## src/rtl/llc_mem_req_queue.sv

```systemverilog
// LLC-to-memory request queue with outstanding-read limit and a one-entry response stage.
// Optional issue statistics are enabled by defining LLC_MEMQ_STATS_EN.
module llc_mem_req_queue #(
  parameter int unsigned DEPTH     = 4,
  parameter int unsigned MAX_RD    = 2,
  parameter int unsigned ADDR_BITS = 26,
  parameter int unsigned LINE_BITS = 128
) (
  input  logic                 clk,
  input  logic                 rst,
  input  logic                 llc_mem_req_valid,
  output logic                 llc_mem_req_ready,
  input  logic                 req_hwrite,
  input  logic [2:0]           req_hsize,
  input  logic [1:0]           req_hprot,
  input  logic [ADDR_BITS-1:0] req_addr,
  input  logic [LINE_BITS-1:0] req_line,
  output logic                 mem_req_valid,
  input  logic                 mem_req_ready,
  output logic                 mem_req_hwrite,
  output logic [2:0]           mem_req_hsize,
  output logic [1:0]           mem_req_hprot,
  output logic [ADDR_BITS-1:0] mem_req_addr,
  output logic [LINE_BITS-1:0] mem_req_line,
  input  logic                 mem_rsp_valid,
  output logic                 mem_rsp_ready,
  input  logic [LINE_BITS-1:0] mem_rsp_line,
  output logic                 llc_mem_rsp_valid,
  input  logic                 llc_mem_rsp_ready,
  output logic [LINE_BITS-1:0] llc_mem_rsp_line,
  output logic                 rsp_err,
  output logic [15:0]          stat_rd_cnt,
  output logic [15:0]          stat_wr_cnt
);

  localparam int unsigned PtrW = $clog2(DEPTH);
  localparam int unsigned CntW = PtrW + 1;
  localparam int unsigned RdW  = $clog2(MAX_RD) + 1;

  typedef enum logic {RspEmpty, RspFull} rsp_state_e;

  logic                 hwrite_mem [DEPTH];
  logic [2:0]           hsize_mem  [DEPTH];
  logic [1:0]           hprot_mem  [DEPTH];
  logic [ADDR_BITS-1:0] addr_mem   [DEPTH];
  logic [LINE_BITS-1:0] line_mem   [DEPTH];

  logic [PtrW-1:0] wptr_q, rptr_q;
  logic [CntW-1:0] count_q, count_d;
  logic [RdW-1:0]  rd_out_q, rd_out_d;
  rsp_state_e      rsp_state_q;
  logic            rsp_valid_q, rsp_ready_q, rsp_err_q;
  logic [LINE_BITS-1:0] rsp_line_q;

  logic head_rd, push, pop, rd_issue, rsp_hs;

  assign head_rd           = ~hwrite_mem[rptr_q];
  assign llc_mem_req_ready = (count_q < CntW'(DEPTH));
  // A read at the head stalls the whole queue once the read limit is reached.
  assign mem_req_valid     = (count_q != '0) && !(head_rd && (rd_out_q == RdW'(MAX_RD)));
  assign push              = llc_mem_req_valid & llc_mem_req_ready;
  assign pop               = mem_req_valid & mem_req_ready;
  assign rd_issue          = pop & head_rd;
  assign rsp_hs            = rsp_valid_q & llc_mem_rsp_ready;

  assign mem_req_hwrite = hwrite_mem[rptr_q];
  assign mem_req_hsize  = hsize_mem[rptr_q];
  assign mem_req_hprot  = hprot_mem[rptr_q];
  assign mem_req_addr   = addr_mem[rptr_q];
  assign mem_req_line   = line_mem[rptr_q];

  assign llc_mem_rsp_valid = rsp_valid_q;
  assign mem_rsp_ready     = rsp_ready_q;
  assign llc_mem_rsp_line  = rsp_line_q;
  assign rsp_err           = rsp_err_q;

  always_comb begin
    count_d = count_q;
    unique case ({push, pop})
      2'b10:   count_d = count_q + CntW'(1);
      2'b01:   count_d = count_q - CntW'(1);
      default: count_d = count_q;
    endcase
    rd_out_d = rd_out_q;
    unique case ({rd_issue, rsp_hs})
      2'b10:   rd_out_d = rd_out_q + RdW'(1);
      2'b01:   rd_out_d = rd_out_q - RdW'(1);
      default: rd_out_d = rd_out_q;
    endcase
  end

  always_ff @(posedge clk) begin
    if (push) begin
      hwrite_mem[wptr_q] <= req_hwrite;
      hsize_mem[wptr_q]  <= req_hsize;
      hprot_mem[wptr_q]  <= req_hprot;
      addr_mem[wptr_q]   <= req_addr;
      line_mem[wptr_q]   <= req_line;
    end
  end

  always_ff @(posedge clk) begin
    if (rst) begin
      wptr_q   <= '0;
      rptr_q   <= '0;
      count_q  <= '0;
      rd_out_q <= '0;
    end else begin
      if (push) wptr_q <= wptr_q + PtrW'(1);
      if (pop)  rptr_q <= rptr_q + PtrW'(1);
      count_q  <= count_d;
      rd_out_q <= rd_out_d;
    end
  end

  always_ff @(posedge clk) begin
    if (rst) begin
      rsp_state_q <= RspEmpty;
      rsp_valid_q <= 1'b0;
      rsp_ready_q <= 1'b1;
      rsp_err_q   <= 1'b0;
    end else begin
      unique case (rsp_state_q)
        RspEmpty: begin
          if (mem_rsp_valid) begin
            if (rd_out_q != '0) begin
              rsp_line_q  <= mem_rsp_line;
              rsp_state_q <= RspFull;
              rsp_valid_q <= 1'b1;
              rsp_ready_q <= 1'b0;
            end else begin
              // Response without an outstanding read: drop it and flag.
              rsp_err_q <= 1'b1;
            end
          end
        end
        RspFull: begin
          if (llc_mem_rsp_ready) begin
            rsp_state_q <= RspEmpty;
            rsp_valid_q <= 1'b0;
            rsp_ready_q <= 1'b1;
          end
        end
        default: rsp_state_q <= RspEmpty;
      endcase
    end
  end

`ifdef LLC_MEMQ_STATS_EN
  logic [15:0] stat_rd_q, stat_wr_q;
  logic        wr_issue;

  assign wr_issue = pop & ~head_rd;

  always_ff @(posedge clk) begin
    if (rst) begin
      stat_rd_q <= '0;
      stat_wr_q <= '0;
    end else begin
      if (rd_issue && (stat_rd_q != 16'hFFFF)) stat_rd_q <= stat_rd_q + 16'd1;
      if (wr_issue && (stat_wr_q != 16'hFFFF)) stat_wr_q <= stat_wr_q + 16'd1;
    end
  end

  assign stat_rd_cnt = stat_rd_q;
  assign stat_wr_cnt = stat_wr_q;
`else
  assign stat_rd_cnt = 16'd0;
  assign stat_wr_cnt = 16'd0;
`endif

endmodule
```

## config.mk

```make
export PLATFORM = sky130hd
export DESIGN_NAME = llc_mem_req_queue
export DESIGN_NICKNAME = d
export VERILOG_FILES = /design/src/rtl/llc_mem_req_queue.sv
export SDC_FILE = /design/constraint.sdc
export NUM_CORES = 1
export LEC_CHECK = 0
export CAP_MARGIN = 20
export CORE_ASPECT_RATIO = 0.9
export CORE_UTILIZATION = 25
export CTS_CLUSTER_SIZE = 14
export DETAILED_ROUTE_END_ITERATION = 10
export SLEW_MARGIN = 30
export SYNTH_ARGS = -nofsm -noshare
export SYNTH_HDL_FRONTEND = slang
export SYNTH_SLANG_ARGS = --single-unit
```

## constraint.sdc

```tcl
create_clock -name clk -period 17.4 [get_ports clk]
set_input_delay 1.74 -clock clk [delete_from_list [all_inputs] [get_ports clk]]
set_output_delay 1.74 -clock clk [all_outputs]
set_load 0.005 [all_outputs]
```

==> impl_results.md <==
* Flip-flop and latch count after synthesis at approximately 780
* Arrival time of the worst setup path at ~4.0 ns
* Length of the first detailed-routing pass in iterations at 5
* Via/cell ratio at 4.14
* Highest metal layer used by the detailed router: met5
* Clock slew at the register clock pins of the worst setup and hold paths at approximately 0.060 ns
* Die X at 354 um
* Net total in the final layout at 2,034
* Count of pins over their slew limit at 0
* Floorplan row count at 115
* Die Y-Extent at 319 um
* Area of the core region at 110,000 um2
* Maximum number of pins on one net before global-route repair at 85
* Half-perimeter wire length after detailed placement at 46.4 mm
* Worst clock skew at approximately 0.014 ns
* Via count of the first global-routing pass at around 15,000
* Start-to-end type of the worst setup path: reg2out
* Initial antenna violation count at 13
* Final-report setup violation count at 0
* Number of clock sinks seen by CTS at about 800
* Highest ir drop seen on vdd at 72.7 uV
* H-tree levels at 3
* Iteration-0 DRC count of the detailed router at 891
* Total via count in the routed design at 13,500
* Setup repair after global routing missed its margin: false
* Count of non-filler cells in the finished layout at 3,265
* Final wirelength at 68.9 mm
* Residual DRC at 0
* Routed wire length on met2 at 35.7 mm
* Post CTS Setup Buffer Count at 0
* Number of buffers added by the clock tree synthesis step at 84
* Tightest slew margin relative to the limit at 38.2%
* Max cap viols at 0
* Clock network power share at 33.1%
* Part of the total power dissipated in combinational logic at between 20% and 30%
* Post-layout minimum cycle time at 5.73 ns
* CTS Buffer Depth at 3
* Number of enable flip-flop cells after synthesis at 768
* Clk root buf: sky130_fd_sc_hd__clkbuf_16
* Total track usage at between 10% and 20%
* Synth cell count leaders: sky130_fd_sc_hd__edfxtp_1 (768), sky130_fd_sc_hd__mux4_2 (159), sky130_fd_sc_hd__buf_4 (36), sky130_fd_sc_hd__buf_2 (21), sky130_fd_sc_hd__dfxtp_1 (15)
* Final number of hold-violating endpoints at 0
* Area fraction of the dominant cell type after synthesis at 82.8%
* Critical Path RT at 15.66 ns
* Seq pwr share at a little under half
* Top-Level Pins at just over 600
* Power density over the cells at 138 nW/um2
* Maximum fanout count along the critical path at 48
* Die area at 113,000 um2
* Switching fraction of total power at 24.5%
* Number of hold buffers added after cts at 0
* Area Overhead vs Synth at 36.8%
* M1 wire length at 25.3 mm
* Global placer's final weighted congestion at 0.805
* Ratio of cells with drive above 1 in the final layout at 17.1%
* Power consumption at 5.27 mW
* Internal portion of total power at roughly 4.0 mW
* Static leakage at 12.0 nW
* Setup tns final at 0 ns
* Kind of launch point of the worst setup path: flip-flop
* Quantity of I/O buffers inserted on ports at ~590
* Synth Cell Area at 27,900 um2
* Remaining global-route overflow at 0
* Crit share post-route at about a third
* Max Freq at 175 MHz
* Cell types occupying the most area after synthesis: sky130_fd_sc_hd__edfxtp_1 (83%), sky130_fd_sc_hd__mux4_2 (13%), sky130_fd_sc_hd__dfxtp_1 (1.1%), sky130_fd_sc_hd__buf_4 (0.97%), sky130_fd_sc_hd__buf_2 (0.38%)
* Number of nets with antenna violations after routing at 0
* Post-detailed-route wirelength per cell at 21.1 um
* Cell total after placement at between 3,000 and 4,000
* Clock latency on the worst-skew pair at 0.64 ns
* First-pass GRT wire length at 100 mm
* Switching power at roughly 1.3 mW
* FFs w/ async S/R, synth at 0%
* CTS tree: done
* Min-Delay Path Class: reg2reg
* Seq/Total Area, Yosys at 83.9%
* Post-cts sizing count at 0
* Initial Utilization at 25.3%
* Library cell occupying the most area in the post-synthesis netlist: sky130_fd_sc_hd__edfxtp_1
* Top flip-flop cell by instance count after synthesis: sky130_fd_sc_hd__edfxtp_1
* Synth Area per Inst at 25.7 um2
* Met3 Wirelength at 6.33 mm
* Syn Inst Count at 1,085
* Outcome: complete, no violations
* Dominant cell by count in the synthesized netlist: sky130_fd_sc_hd__edfxtp_1
* Worst Tran Pin Value at 0.927 ns
* Warnings, synthesis at 0
* Synth unique cells at 30
* Critical path capture point type: output pin
[sequential cells by signal, summed over array words and instances, names as in the netlist, named ones only]
register	cells
line_mem	512
rd_out_q	2
hsize_mem	12
addr_mem	104
hprot_mem	8
llc_mem_rsp_valid	1
hwrite_mem	4
count_q	3
rptr_q	2
mem_rsp_ready	1
rsp_err	1
llc_mem_rsp_line	128
rsp_state_q	1
wptr_q	2
[final cells by class]
type | count | area [um2]
Sequential cell | 783 | 23400
Antenna cell | 4 | 10.0
Timing Repair Buffer | 601 | 6010
Tap cell | 1462 | 1830
Clock buffer | 99 | 2180
Fill cell | 10200 | 71800
Multi-Input combinational cell | 256 | 4180
Clock inverter | 53 | 512
Inverter | 7 | 26.3
[stage by stage]
stage	setup WS [ns]	area, um2	hold WS, ns	utilization [%]
5_1_grt	11.21	38100	0.508	34.7
3_5_place_dp	11.88	35400	0.476	32.2
3_3_place_gp	11.92	35400	0.453	32.2
2_1_floorplan	9.40	28000	0.455	-
4_1_cts	11.16	38100	0.483	34.7
6_report	11.67	38100	0.475	34.7
[routing by layer]
metal	vias up	track usage, %
met5	-	0
met4	6	3.44
met1	6987	13.5
li1	5838	-
met3	123	4.91
met2	558	21.1
[logic make-up after synthesis]
group	count (synthesis)	share of synthesized area [%]
AO/OA/AOI/OAI	15	0.341
XOR/XNOR	5	0.157
adder cells (fa/ha/maj)	7	0.341
buffers and inverters	77	1.62
flip-flops	783	83.9
multiplexers	163	13.0
other	1	0.0135
AND/OR/NAND/NOR	34	0.642
[power groups by stage]
stage,Sequential [mW],Clock (mW),Combinational [mW]
6_report,2.39,1.74,1.14
3_5_place_dp,2.43,0,1.17
5_1_grt,2.41,1.86,1.23
4_1_cts,2.39,1.80,1.18
2_1_floorplan,2.41,0,0.548
3_3_place_gp,2.42,0,1.16
[final timing paths]
check,cells after the start,from,slack [ns],end
hold reg to reg,2,llc_mem_rsp_valid,0.47,llc_mem_rsp_valid
setup reg to reg,9,flip-flop,14.49,count_q[2]
hold / removal,2,llc_mem_rsp_valid,0.47,llc_mem_rsp_valid
setup / recovery,4,flip-flop,11.67,mem_req_line[70]
[worst max-delay path: stages, from the launching register on]
cell                              delay [ns]
sky130_fd_sc_hd__dfxtp_4                0.85
sky130_fd_sc_hd__buf_4                  0.70
sky130_fd_sc_hd__buf_6                  0.59
sky130_fd_sc_hd__mux4_2                 0.59
sky130_fd_sc_hd__clkdlybuf4s50_1        0.48
[cell usage in the layout, fill, tap and decap left out, types with 4 or more instances in the layout]
cell                              instances
sky130_fd_sc_hd__mux4_2                 159
sky130_fd_sc_hd__clkbuf_16               85
sky130_fd_sc_hd__clkinv_1                17
sky130_fd_sc_hd__buf_4                    7
sky130_fd_sc_hd__edfxtp_1               768
sky130_fd_sc_hd__a21oi_1                  9
sky130_fd_sc_hd__and2_4                   4
sky130_fd_sc_hd__o21ai_0                  4
sky130_fd_sc_hd__clkinv_2                17
sky130_fd_sc_hd__nor2_1                  11
sky130_fd_sc_hd__inv_6                    4
sky130_fd_sc_hd__bufinv_16                7
sky130_fd_sc_hd__diode_2                  4
sky130_fd_sc_hd__ha_1                     6
sky130_fd_sc_hd__clkdlybuf4s50_1        586
sky130_fd_sc_hd__conb_1                  32
sky130_fd_sc_hd__or3_1                    4
sky130_fd_sc_hd__dfxtp_1                 13
sky130_fd_sc_hd__clkbuf_1                14
sky130_fd_sc_hd__inv_1                    7
sky130_fd_sc_hd__buf_6                    8
sky130_fd_sc_hd__nor2b_1                  4
Power figures use the tool's default switching activity.
